$ cat src/rtl/id_ex_reg.sv
// ---------------------------------------------------------------------------
// id_ex_reg
// Pipeline register between the decode (ID) and execute (EX) stages.
//
// On each rising clock edge the register does exactly one of three things:
//   FLUSH  (flush=1)                        -> insert a bubble (STALL is ignored)
//   HOLD   (flush=0, stall=1)               -> keep all outputs unchanged
//   LOAD   (flush=0, stall=0, id_valid=1)   -> capture the decode stage contents
// When nothing is stalled but decode holds no instruction, a bubble is also
// inserted. Every bubble is counted in a saturating 16-bit counter.
//
// Ports
//   clock               rising-edge clock
//   reset_n             asynchronous active-low reset; clears every output
//   stall               hold all registered outputs
//   flush               replace the next stage contents with a bubble
//   id_valid            decode stage holds a real instruction
//   id_ctrl[7:0]        [7:6] alu_op, [5] alu_src, [4] mem_read,
//                       [3] mem_write, [2] reg_write, [1] mem_to_reg, [0] branch
//   id_instruction      fetched instruction word
//   id_pc               instruction address
//   id_read_data1/2     register file read ports (Rn, Rm/Rt)
//   id_sign_ext         sign-extended immediate
//   ex_valid            execute stage holds a real instruction
//   ex_alu_op           registered id_ctrl[7:6]
//   ex_ctrl             registered id_ctrl[5:0]
//   ex_alu_instruction  registered id_instruction[31:21] (opcode for ALU control)
//   ex_rm/ex_rn/ex_rd   registered register specifiers
//   ex_pc, ex_read_data1, ex_read_data2, ex_sign_ext  registered 64-bit data
//   ex_bubble_cnt       number of bubbles captured since reset (saturating)
// ---------------------------------------------------------------------------
module id_ex_reg (
    input  logic        clock,
    input  logic        reset_n,
    input  logic        stall,
    input  logic        flush,
    input  logic        id_valid,
    input  logic [7:0]  id_ctrl,
    input  logic [31:0] id_instruction,
    input  logic [63:0] id_pc,
    input  logic [63:0] id_read_data1,
    input  logic [63:0] id_read_data2,
    input  logic [63:0] id_sign_ext,
    output logic        ex_valid,
    output logic [1:0]  ex_alu_op,
    output logic [5:0]  ex_ctrl,
    output logic [10:0] ex_alu_instruction,
    output logic [4:0]  ex_rm,
    output logic [4:0]  ex_rn,
    output logic [4:0]  ex_rd,
    output logic [63:0] ex_pc,
    output logic [63:0] ex_read_data1,
    output logic [63:0] ex_read_data2,
    output logic [63:0] ex_sign_ext,
    output logic [15:0] ex_bubble_cnt
);

    logic bubble;
    logic load;

    // Flush wins over stall; an un-stalled cycle with no valid instruction
    // in decode also becomes a bubble.
    assign bubble = flush | (~stall & ~id_valid);
    assign load   = ~flush & ~stall & id_valid;

    // A bubble zeroes everything, so ex_alu_op=00 selects ADD downstream and
    // ex_ctrl=0 guarantees that ADD has no architectural side effect.
    always_ff @(posedge clock or negedge reset_n) begin
        if (!reset_n) begin
            ex_valid           <= 1'b0;
            ex_alu_op          <= 2'b00;
            ex_ctrl            <= 6'h00;
            ex_alu_instruction <= 11'h000;
            ex_rm              <= 5'h00;
            ex_rn              <= 5'h00;
            ex_rd              <= 5'h00;
            ex_pc              <= 64'h0;
            ex_read_data1      <= 64'h0;
            ex_read_data2      <= 64'h0;
            ex_sign_ext        <= 64'h0;
            ex_bubble_cnt      <= 16'h0000;
        end else if (bubble) begin
            ex_valid           <= 1'b0;
            ex_alu_op          <= 2'b00;
            ex_ctrl            <= 6'h00;
            ex_alu_instruction <= 11'h000;
            ex_rm              <= 5'h00;
            ex_rn              <= 5'h00;
            ex_rd              <= 5'h00;
            ex_pc              <= 64'h0;
            ex_read_data1      <= 64'h0;
            ex_read_data2      <= 64'h0;
            ex_sign_ext        <= 64'h0;
            // Saturate rather than wrap so a long flush storm stays visible.
            if (ex_bubble_cnt != 16'hFFFF) begin
                ex_bubble_cnt <= ex_bubble_cnt + 16'd1;
            end
        end else if (load) begin
            ex_valid           <= 1'b1;
            ex_alu_op          <= id_ctrl[7:6];
            ex_ctrl            <= id_ctrl[5:0];
            ex_alu_instruction <= id_instruction[31:21];
            ex_rm              <= id_instruction[20:16];
            ex_rn              <= id_instruction[9:5];
            ex_rd              <= id_instruction[4:0];
            ex_pc              <= id_pc;
            ex_read_data1      <= id_read_data1;
            ex_read_data2      <= id_read_data2;
            ex_sign_ext        <= id_sign_ext;
        end
    end

endmodule

$ cat config.mk
export PLATFORM = sky130hd
export DESIGN_NAME = id_ex_reg
export DESIGN_NICKNAME = d
export VERILOG_FILES = /design/src/rtl/id_ex_reg.sv
export SDC_FILE = /design/constraint.sdc
export NUM_CORES = 1
export LEC_CHECK = 0
export ABC_AREA = 1
export CAP_MARGIN = 25
export CORE_AREA = 2 2 238 240
export DETAILED_ROUTE_END_ITERATION = 16
export DIE_AREA = 0 0 240 242
export SETUP_SLACK_MARGIN = 0.3
export SLEW_MARGIN = 15
export SYNTH_ARGS = -nofsm -noshare
export SYNTH_HDL_FRONTEND = slang
export SYNTH_SLANG_ARGS = --single-unit
$ cat constraint.sdc
create_clock -name clock -period 2 [get_ports clock]
set_clock_uncertainty 0.15 [all_clocks]
set_input_delay 0.2 -clock clock [delete_from_list [all_inputs] [get_ports clock]]
set_output_delay 0.2 -clock clock [all_outputs]
set_load 0.03 [all_outputs]
## After elaboration in Yosys (flattened, before gate mapping)

Cells that the tools add are included.

- Bits in registers: 307
- Latch bits: 0
- Bits in writable memories: 0
- ROM bits: 0
- Output and inout port bits: 307
- Word-level logic and storage cells: 45
- Memories: 0

- Add/subtract/negate cells: 1
- Multiply operators: 0
- Divide/modulo/power cells: 0
- Magnitude comparators: 0
- Equal/unequal tests: 1
- Shifts and indexed selects: 0
- Multiplexer cells: 22
- Bitwise logic cells: 7
- Reduce and logical (&&, ||, !) cells: 2

Operators by type and width:

| operator | count |
|---|---|
| $mux 64 | 8 |
| $mux 5 | 6 |
| $mux 11 | 2 |
| $add 16x1->16 const B | 1 |
| $ne 16x16->1 const B | 1 |
| $mux 6 | 2 |
| $mux 2 | 2 |
| $and 1x1->1 | 3 |
| $not 1->1 | 3 |
| $mux 1 | 2 |
| $reduce_and 2->1 | 1 |
| $reduce_bool 2->1 | 1 |
| $or 1x1->1 | 1 |

## Depth between registers and ports, before layout

- Depth in word-level cells: 5
- Gate-level depth with buffers: 9
- Gate-level depth less buffers: 9

## Least setup slack after synthesis

OpenSTA, ideal clock, no wires.

- Path type: register -> register
- Start: register ex_bubble_cnt[0]
- End: register ex_bubble_cnt[5]
- Setup time: 119 ps
- Arrival time: 1506 ps
- Path slack: 225 ps
- Cell stages (with the launch flop): 9
- Path buffers: 2
- Cells stage by stage: dfrtp_1 ha_1 clkbuf_1 nand2_1 nor2_1 nand2_1 buf_2 a21oi_1 nor2_1

- Longest elaborated chain between the ends: 2

Ends and longest elaborated chain:

| what | RTL line | RTL |
|---|---|---|
| start, declared | 55 | `output logic [15:0] ex_bubble_cnt` |
| start signal, assigned | 96 | `ex_bubble_cnt <= ex_bubble_cnt + 16'd1;` |
| branches (longest 2 deep; another with $add 16x1->16) | - |  |

Several ways; the timed one is not identified.
A chain may end at the register's enable or synchronous reset.

## Worst setup path in the final report

- Start: register ex_sign_ext[23]
- End: output port ex_sign_ext[23]

RTL lines:

| what | RTL line | RTL |
|---|---|---|
| start, declared | 54 | `output logic [63:0] ex_sign_ext,` |
| start signal, assigned | 109 | `ex_sign_ext <= id_sign_ext;` |

No word-level cell between the ends.

==> flow_summary.json <==
{
  "outcome": "complete, no violations",
  "nets": 2329,
  "timing.critical_path.from_type": "flop",
  "synthesized_area_fraction_occupied_by_xor_and_xnor_cells": 0.002721,
  "max_freq_ghz": 0.6049,
  "fin_ws_ns": 0.3469,
  "worst_ep_required_time_ns": 1.65,
  "grt_max_degree": 125,
  "grt_usage": 0.1598,
  "cell_internal_pwr_w": 0.01171,
  "drv.max_cap_violation_count": 0,
  "rsz0062_at_grt": "no",
  "worstPathArrival_ns": 1.30,
  "drc": 0,
  "reg2reg_depth": 7,
  "clk_root_buffer_cell": "clkbuf_16",
  "maximum_clock_path_buffer_count": 3,
  "syn_area_per_cell_um2": 8.943,
  "detailedPlacementHpwl_um": 34360,
  "drt_first_pass_iters": 5,
  "tightest_hold_check_type": "primary input to flop",
  "cts.sinks": 307,
  "core_area_um2": 55730,
  "h-tree-depth": 2,
  "diodes": 0,
  "route.final.wire_length_um": 48650,
  "setup_total_negative_slack_ns": 0,
  "worst_r2r_startpoint": "ex_bubble_cnt[0]",
  "synth_compound_area_frac": 0.001166,
  "io_pins": 608,
  "floorplan.rows": 87,
  "synthToLayoutAreaGrowth_pct": 63.82,
  "clockPowerShare": 0.408,
  "die-area_um2": 58080,
  "layout_common_cells": "591 x nand3_1, 352 x nand2_1, 294 x dfrtp_1, 292 x clkdlybuf4s50_1, 133 x dlygate4sd2_1",
  "crit_type": "flop to primary output",
  "hold-path-cell-count": 3,
  "worst_hold_startpoint": "id_read_data1[63]",
  "fp.dieH_um": 242,
  "synth-adder-area-share": 0.0009716,
  "final_layout_size_suffix_gt1_frac": 0.1039,
  "mostFrequentLayoutCell": "nand3_1",
  "worst-path-max-fanout": 2,
  "pwr-share-comb": 0.176,
  "placement.cell_area_um2": 20150,
  "critical_path.max_stage_delay_ns": 0.42,
  "total_switching_power_w": 0.004580,
  "cts-buffers-inserted": 36,
  "synth_cells": 1440,
  "synth.distinct_cells": 17,
  "period_needed_ns": 1.653,
  "post-cts-setup-buffers": 0,
  "pwrdens_nw_per_um2": 772.1,
  "num_vias": 12810,
  "path_buf_inv": 1,
  "peak_supply_drop_mv": 0.4388,
  "synth.yosys.warnings": 0,
  "postSynthNetCount": 1742,
  "slew-limit-headroom": 0.5547,
  "synth_seq_cells": 307,
  "clk_pin_slew_ns": 0.06,
  "cp-startpoint": "ex_sign_ext[23]",
  "clock_tree_from_tritoncts": "yes",
  "min_period_over_period": 0.8265,
  "clock_insertion_delay_worst_skew_ns": 0.52,
  "maxSlewViolCount": 0,
  "grt_antenna_before_repair": 0,
  "synth-simple-area-share": 0.3462,
  "cell_depth_of_the_worst_setup_path": 1,
  "final_cell_area_um2": 21100,
  "timing.final.setup_violations": 0,
  "worst_path_dominant_cell_family": "buffers and inverters",
  "hold_viol_final": 0,
  "tightest_slew_ns": 0.6680,
  "regToRegSetupSlack_ns": 0.45,
  "share_seq_of_total_power": 0.416,
  "drt-vias-per-instance": 4.563,
  "floorplan.initialDensity": 0.2311,
  "mappedNetlistArea_um2": 12880,
  "postRouteAntennaNets": 0,
  "crit_path_end_kind": "primary output",
  "fin_util": 0.3785,
  "drt_first_iter_violations": 746,
  "largest_family_of_logic_cells_by_synthesized_area": "simple AND/OR/NAND/NOR gates",
  "post_synth_mux_area_share": 0,
  "leakagePower_nw": 10.91,
  "crit_path_top_delay_cell": "dlygate4sd2_1",
  "first_pass_grt_wire_length_um": 74300,
  "first_global_vias": 12820,
  "cp_cell_sequence": "dlygate4sd2_1",
  "ys_seq_area_frac": 0.5966,
  "overflow_left_after_global_routing": 0,
  "gp_congestion": 0.8679,
  "swShare": 0.2812,
  "place_worst_setup_slack_ns": -0.002645,
  "routedWlPerCell_um": 17.33,
  "total_power_w": 0.01629,
  "portBuffers": 601,
  "die_width_um": 240
}
[power groups by stage]
stage          Sequential [W]  Combinational (W)  Clock (W)
2_1_floorplan         0.00746           0.000687          0
3_3_place_gp          0.00687            0.00305          0
3_5_place_dp          0.00688            0.00306          0
4_1_cts               0.00677            0.00289    0.00686
5_1_grt               0.00682            0.00306    0.00710
6_report              0.00678            0.00287    0.00664
[metrics by stage]
stage               hold slack, ns  instances
finish                     0.06770       2807
global route               0.04963       2807
CTS                        0.02537       2805
detailed placement         0.07899       2741
global placement           0.07739       2741
floorplan                  -0.2456       1440
[worst paths after layout]
kind	end
worst max register to register	ex_bubble_cnt[2]
min in group asynchronous	ex_pc[62]
max in group asynchronous	ex_read_data1[16]
worst max-delay path	ex_sign_ext[23]
worst min register to register	ex_sign_ext[42]
worst min-delay path	ex_read_data1[63]
[flip-flops by register name, indices dropped and copies added (netlist names), 5 cells and up]
name and flops:
ex_read_data1 64, ex_read_data2 64, ex_bubble_cnt 16, ex_pc 64, ex_ctrl 6, ex_rd 5
ex_rm 5, ex_sign_ext 64, ex_alu_instruction 11, ex_rn 5
[cell usage after synthesis, drive strengths merged]
master,n,share of area
a21oi,1,0.00039
inv,19,0.0055
nand3,591,0.23
nand3b,1,0.00058
dfrtp,307,0.60
buf,92,0.035
xnor2,4,0.0027
ha,1,0.00097
nand4,10,0.0049
clkbuf,39,0.011
nand2,354,0.10
nor3,1,0.0013
o21ai,2,0.00078
nor2,18,0.0064
[cell families after synthesis]
family	count (synthesis)
and+or+nand+nor	975
DFF	307
xor gates and xnor gates	4
buffers and inverters	150
adders and majority gates	1
AOI/OAI and AO/OA	3
[final cells by class]
| type | count | area (um2) |
|---|---|---|
| clock inverters | 8 | 76.32 |
| clock buffers | 54 | 1120 |
| multi-input cells | 983 | 4538 |
| inverters | 19 | 71.32 |
| flip-flops and latches | 307 | 7699 |
| repair buffers | 680 | 6645 |
| fillers | 5653 | 34640 |
| well taps | 756 | 945.9 |
[metal layers]
metal	wire, um	track usage	vias up	part of all wire
met2	22890	0.2627	531	0.47
met3	4549	0.04991	89	0.094
li1	-	-	6031	-
met4	1632	0.05590	0	0.034
met1	19570	0.1970	6156	0.40
met5	0	0	-	0
[what timing repair did]
item                       in CTS  in global routing
gates resized for setup       426                149
cloned                          0                  2
setup endpoints to repair     307                252
pin swaps                       0                  1
hold buffers                    2                  0
hold endpoints to repair      231                  0
Note: power is estimated with default switching activity, not from simulation.
